[config.mk]
export PLATFORM = sky130hd
export DESIGN_NAME = alu_arbiter
export DESIGN_NICKNAME = d
export VERILOG_FILES = /design/src/rtl/alu_arbiter.sv
export SDC_FILE = /design/constraint.sdc
export NUM_CORES = 1
export LEC_CHECK = 0
export ABC_CLOCK_PERIOD_IN_PS = 5900
export BUFFER_PORTS_ARGS = -buffer_cell sky130_fd_sc_hd__buf_2
export CORE_AREA = 3 3 114 116
export CTS_CLUSTER_SIZE = 20
export DETAILED_ROUTE_END_ITERATION = 12
export DIE_AREA = 0 0 117 119
export MAX_ROUTING_LAYER = met4
export PLACE_DENSITY = 0.76
export SYNTH_ARGS = -nofsm -noshare
export SYNTH_HDL_FRONTEND = slang
export SYNTH_SLANG_ARGS = --single-unit
[constraint.sdc]
create_clock -name clk -period 5.9 [get_ports clk]
set_input_delay 0.885 -clock clk [delete_from_list [all_inputs] [get_ports clk]]
set_output_delay 0.885 -clock clk [all_outputs]
set_load 0.1 [all_outputs]
[src/rtl/alu_arbiter.sv]
// alu_arbiter: round-robin sharing of one combinational ALU between two requesters.
// Each operation is granted in IDLE, its operands are registered and presented to the
// ALU for one EXEC cycle, and the captured result is held in RESP until the owner
// accepts it.
module alu_arbiter #(
  parameter int WIDTH = 32,
  parameter int CNT_W = 16
) (
  input  logic             clk,
  input  logic             reset,
  input  logic [1:0]       req_valid,
  output logic [1:0]       req_ready,
  input  logic [WIDTH-1:0] req0_a,
  input  logic [WIDTH-1:0] req0_b,
  input  logic [2:0]       req0_op,
  input  logic [WIDTH-1:0] req1_a,
  input  logic [WIDTH-1:0] req1_b,
  input  logic [2:0]       req1_op,
  output logic [1:0]       rsp_valid,
  input  logic [1:0]       rsp_ready,
  output logic [WIDTH-1:0] rsp_result,
  output logic             rsp_zero,
  output logic [WIDTH-1:0] alu_a,
  output logic [WIDTH-1:0] alu_b,
  output logic [2:0]       alu_ctrl,
  input  logic [WIDTH-1:0] alu_result,
  input  logic             alu_zero,
  output logic             busy,
  output logic [CNT_W-1:0] op_count
);

  typedef enum logic [1:0] {
    IDLE = 2'd0,
    EXEC = 2'd1,
    RESP = 2'd2
  } state_t;

  state_t           state;
  logic             last_grant;
  logic             owner;
  logic             grant;
  logic [WIDTH-1:0] op_a;
  logic [WIDTH-1:0] op_b;
  logic [2:0]       op_ctrl;

  // The ALU always sees the registered operation; it is only sampled in EXEC.
  assign alu_a    = op_a;
  assign alu_b    = op_b;
  assign alu_ctrl = op_ctrl;

  // Round-robin pick: under contention the requester not served last wins.
  always_comb begin
    grant = 1'b0;
    case (req_valid)
      2'b11:   grant = ~last_grant;
      2'b10:   grant = 1'b1;
      default: grant = 1'b0;
    endcase
  end

  // Accept is offered only in IDLE, to the granted requester.
  always_comb begin
    req_ready = 2'b00;
    if (state == IDLE && req_valid != 2'b00)
      req_ready = grant ? 2'b10 : 2'b01;
  end

  // Control FSM with registered busy/rsp_valid and the operand/result registers.
  always_ff @(posedge clk or posedge reset) begin
    if (reset) begin
      state      <= IDLE;
      last_grant <= 1'b1;
      owner      <= 1'b0;
      op_a       <= '0;
      op_b       <= '0;
      op_ctrl    <= '0;
      rsp_result <= '0;
      rsp_zero   <= 1'b0;
      rsp_valid  <= 2'b00;
      busy       <= 1'b0;
      op_count   <= '0;
    end else begin
      case (state)
        IDLE: begin
          if (req_valid != 2'b00) begin
            op_a       <= grant ? req1_a  : req0_a;
            op_b       <= grant ? req1_b  : req0_b;
            op_ctrl    <= grant ? req1_op : req0_op;
            owner      <= grant;
            last_grant <= grant;
            busy       <= 1'b1;
            state      <= EXEC;
          end
        end
        EXEC: begin
          rsp_result <= alu_result;
          rsp_zero   <= alu_zero;
          rsp_valid  <= owner ? 2'b10 : 2'b01;
          state      <= RESP;
        end
        RESP: begin
          // Only the owner's accept retires the response.
          if (rsp_ready[owner]) begin
            op_count  <= op_count + CNT_W'(1);
            rsp_valid <= 2'b00;
            busy      <= 1'b0;
            state     <= IDLE;
          end
        end
        default: begin
          rsp_valid <= 2'b00;
          busy      <= 1'b0;
          state     <= IDLE;
        end
      endcase
    end
  end

endmodule
* After elaboration in Yosys (flattened, before gate mapping)
Index checks and enable logic that the tools add are counted.
** Word-level totals
- Bits in registers :: 123
- Latch bits :: 0
- Bits in writable memories :: 0
- Memory bits (read-only) :: 0
- Bits of input ports :: 173
- Logic and storage cells :: 46
- Memories :: 0
** Operators by class
- Add/sub/neg operators :: 1
- Multiply operators :: 0
- Div/mod/pow operators :: 0
- Order comparisons :: 1
- Equal/unequal tests :: 6
- Shifts and indexed selects :: 0
- Mux-type cells :: 16
- Bitwise gates (word level) :: 3
- Reductions and logical operators :: 8
** Operators by type and width (number)
- two-way mux 32 bit :: 2
- adder 16 x 1 -> 16 bit, second input constant :: 1
- one-hot mux 2 bit (3 select lines) :: 2
- two-way mux 2 bit :: 5
- AND reduction 2 bit :: 4
- == test 2 bit, second input constant :: 3
- two-way mux 1 bit :: 4
- two-way mux 3 bit :: 1
- NOT 1 bit :: 3
- one-hot mux 1 bit (3 select lines) :: 1
- AND reduction 3 bit :: 1
- == test 2 x 1 -> 1 bit, second input constant :: 1
- zero test 2 bit :: 1
- less-than comparator 1 x 2 -> 1 bit, second input constant :: 1
- != test 2 x 1 -> 1 bit, second input constant :: 1
- != test 2 bit, second input constant :: 1
- one-hot mux 1 bit (2 select lines) :: 1
- nonzero test 2 bit :: 1
- logical AND 1 bit :: 1

* Longest topological paths before layout
- Depth in word-level cells :: 4
- Depth in mapped cells :: 7

* Worst setup path before layout
Ideal clock, no wire load.
- Path type :: input port to output port
- Start :: in req_valid[0]
- End :: out req_ready[1]
- Arrival time :: 1.751 ns
- Required time :: 5.015 ns
- Setup slack :: 3.264 ns
- Stages on the path :: 4
- Buffers on the path :: 2
- Path through :: nand2_1 and3_1 clkbuf_1 buf_2
** Between the ends
- Longest elaborated chain between the ends :: 4
- Elaborated cells between the ends (all ways) :: 7
- Those cells by class :: 2 x eq/ne; 3 x mux; 2 x reduce/logical
** RTL lines
- start: declaration :: RTL line 11 : input logic [1:0] req_valid,
- == test 2 bit :: RTL line 54 : case (req_valid)
- one-hot mux 1 bit (2 select lines) :: RTL line 54
- two-way mux 2 bit :: RTL line 65 : req_ready = grant ? 2'b10 : 2'b01;
- two-way mux 2 bit * :: RTL line 64 : if (state == IDLE && req_valid != 2'b00)
- end: declaration :: RTL line 12 : output logic [1:0] req_ready,
Every way passes the cells marked *; elsewhere a longest branch is shown, timed or not.

* Worst setup path in the final report
- Start :: reg state[1]
- End :: out req_ready[0]
** Between the ends
- Longest elaborated chain between the ends :: 3
** RTL lines
- start: declaration :: RTL line 38 : state_t state;
- start signal: assignment :: RTL line 71 : state <= IDLE;
- start signal: assignment :: RTL line 92 : state <= EXEC;
- start signal: assignment :: RTL line 99 : state <= RESP;
- zero test 2 bit :: RTL line 64
- logical AND 1 bit :: RTL line 64
- two-way mux 2 bit :: RTL line 64
Every way passes these cells.

==> impl_results.md <==
* CTS Hold Buffers Added at 0
* Yosys top cell area share at 0.6114
* Max Transition Viols Final at 0
* Port Buffers at 293
* Post-CTS Resized at 0
* Worst Tran Pin Value at 1272 ps
* Sequential share of the synthesized area at 0.6166
* Yosys reg bits at 123
* # rows at 40
* Die Span Y at 119 um
* Post-Route WL at 14880 um
* Fin. Hold Viols at 0
* Fin Setup TNS at 0 ps
* Initial Util at 0.4157
* Final design area excluding fillers at 7173 sq um
* Hold Path Class: reg2reg
* Die area at 13920 sq um
* CTS tree: built
* First-pass GRT wire length at 22950 um
* Fraction of layout cells with a size suffix above 1 at 0.4515
* DRT iter0 DRCs at 451
* Ys Warns at 0
* Total gr overflow at 0
* Drt via density at 5.254
* H-tree depth at 4
* Num ports at 294
* Worst path top cell family by delay: buffers and inverters
* Number of global-route vias before repair at 4717
* Post-Route Skew at 7.838 ps
* Slew margin rel. at 0.1518
* Critical Path, Cell by Cell: nor2_1 > and3_2 > buf_4 > buf_2
* Root Driver: clkbuf_16
* Vias at 4729
* Slowest library cell on the worst path: buf_2
* Clock transition at the registers of the reported paths at 50 ps
* Endpoints failing setup at 0
* Syn_nets at 630
* Wirelength per Cell at 16.53 um
* Worst setup EP type: primary output
* Synth area leaders: dfrtp_1, a222oi_1, nand2_1
* Die W at 117 um
* Final period util at 0.5803
* Tmin final at 3424 ps
* Critical path class: reg2out
* Crit path arrival time at 2540 ps
* Mapped Area at 4994 sq um
* Cells after synthesis at 456
* Outcome: completed
* Fmax achieved at 0.2921 GHz
* Clock sink count at 123
* Nets at 914
* RSZ-0062 raised after global routing: no
* Postcts setup bufs at 0
* Longest Clk Path Bufs at 2
* Yosys top cell by area: dfrtp_1
* Worst path max stage delay at 550 ps
* # diodes at 0
* Bufs and invs on worst path at 2
* Num CTS Buffers at 17
* Placeable Area at 12010 sq um
* Avg Synthesized Cell Area at 10.95 sq um
* Setup crit start kind: flip-flop
* DR DRC count at 0
* Total global-route track usage at 0.2166
* DP Wirelength at 10940 um
* DRT Pass-1 Iters at 9
* Crit path max fanout at 68
* Clk Latency, worst-skew pair at 410 ps
* Global placer's final weighted congestion at 0.8799
* Most frequent cells in the layout: buf_2, dfrtp_1, nand2_1
* Initial antenna violation count at 0
* Placed inst area at 6538 sq um
* Area Overhead vs Synth at 43.65%
* Largest net degree at the start of global routing at 71
* Final ANT Viol Nets at 0
* Max-Cap Viols at 0
* Most common cell after layout, fill and taps aside: buf_2
* Critical Path RT at 5020 ps
* Post-synthesis cell type count at 28
## final cells by class
cell class              instances  area, sq um
well taps                     147        183.9
inverters                      70        265.3
fillers                       989         4838
multi-input cells             231         1513
repair buffers                297         1496
clock inverters                12        168.9
flip-flops and latches        123         3079
clock buffers                  20        466.7
## worst reg2reg max path, stage by stage, from the launching register on
cell and delay (ps):
dfrtp_1 440, nor2_1 310, o21ai_4 300, buf_4 370
a222oi_1 420, inv_1 80
## cell families after synthesis
group | synth area share
buffers and inverters | 0.08369
AOI/OAI and AO/OA | 0.1438
DFF | 0.6166
adders and majority gates | 0.002505
muxes | 0.007265
xor gates and xnor gates | 0.02631
and+or+nand+nor | 0.1198
## final timing paths
check / slack [ps] / depth (start not counted) / from / to
max: 2480 / 4 / state[1] / req_ready[0]
min: 470 / 2 / rsp_result[22] / rsp_result[22]
max reg2reg: 3850 / 5 / state[1] / alu_a[25]
min reg2reg: 470 / 2 / rsp_result[22] / rsp_result[22]
max in group asynchronous: 4040 / 3 / reset / alu_a[26]
min in group asynchronous: 640 / 2 / reset / rsp_result[15]
## Yosys cell counts
cell and number:
dfrtp_1 122, nand2_1 108, inv_1 70, a222oi_1 67
clkbuf_1 24, xnor2_1 11, and3_1 8, nand3_1 5
buf_2 4, buf_6 4, nor2_1 4, xor2_1 4
nand2b_1 3, nand4_1 3, a21o_1 2, and4_1 2
mux2_2 2, o21ai_0 2, o22ai_1 2, a21oi_1 1
and2_1 1, dfstp_2 1, ha_1 1, mux2i_2 1
nor2b_1 1, nor3_4 1, nor3b_4 1, o21ai_1 1
## through the flow
stage            util  hold WS, ps  instances  setup slack (ps)
6_report       0.5972        466.5        900              2476
4_1_cts        0.5972        472.0        900              2481
2_1_floorplan       -        498.0        456              1746
3_5_place_dp   0.5443        458.1        868              2662
5_1_grt        0.5972        498.1        900              2370
3_3_place_gp   0.5443        453.0        868              2690
## per-layer routing
metal / part of all wire / up-vias / track usage
met5: 0 / - / -
met4: 0.013 / 0 / 0.07312
met3: 0.081 / 16 / 0.05894
met2: 0.53 / 226 / 0.3670
met1: 0.37 / 2323 / 0.2457
li1: - / 2164 / -
## sequential cells by signal, indices dropped and copies added, names as in the netlist
signal      count
alu_a          32
alu_b          32
rsp_result     32
op_count       16
alu_ctrl        3
rsp_valid       2
state           2
busy            1
last_grant      1
owner           1
rsp_zero        1
Power is left out: the tool's default activity adds up to more than one toggle a clock period on the data nets, which glitch-free logic cannot reach.
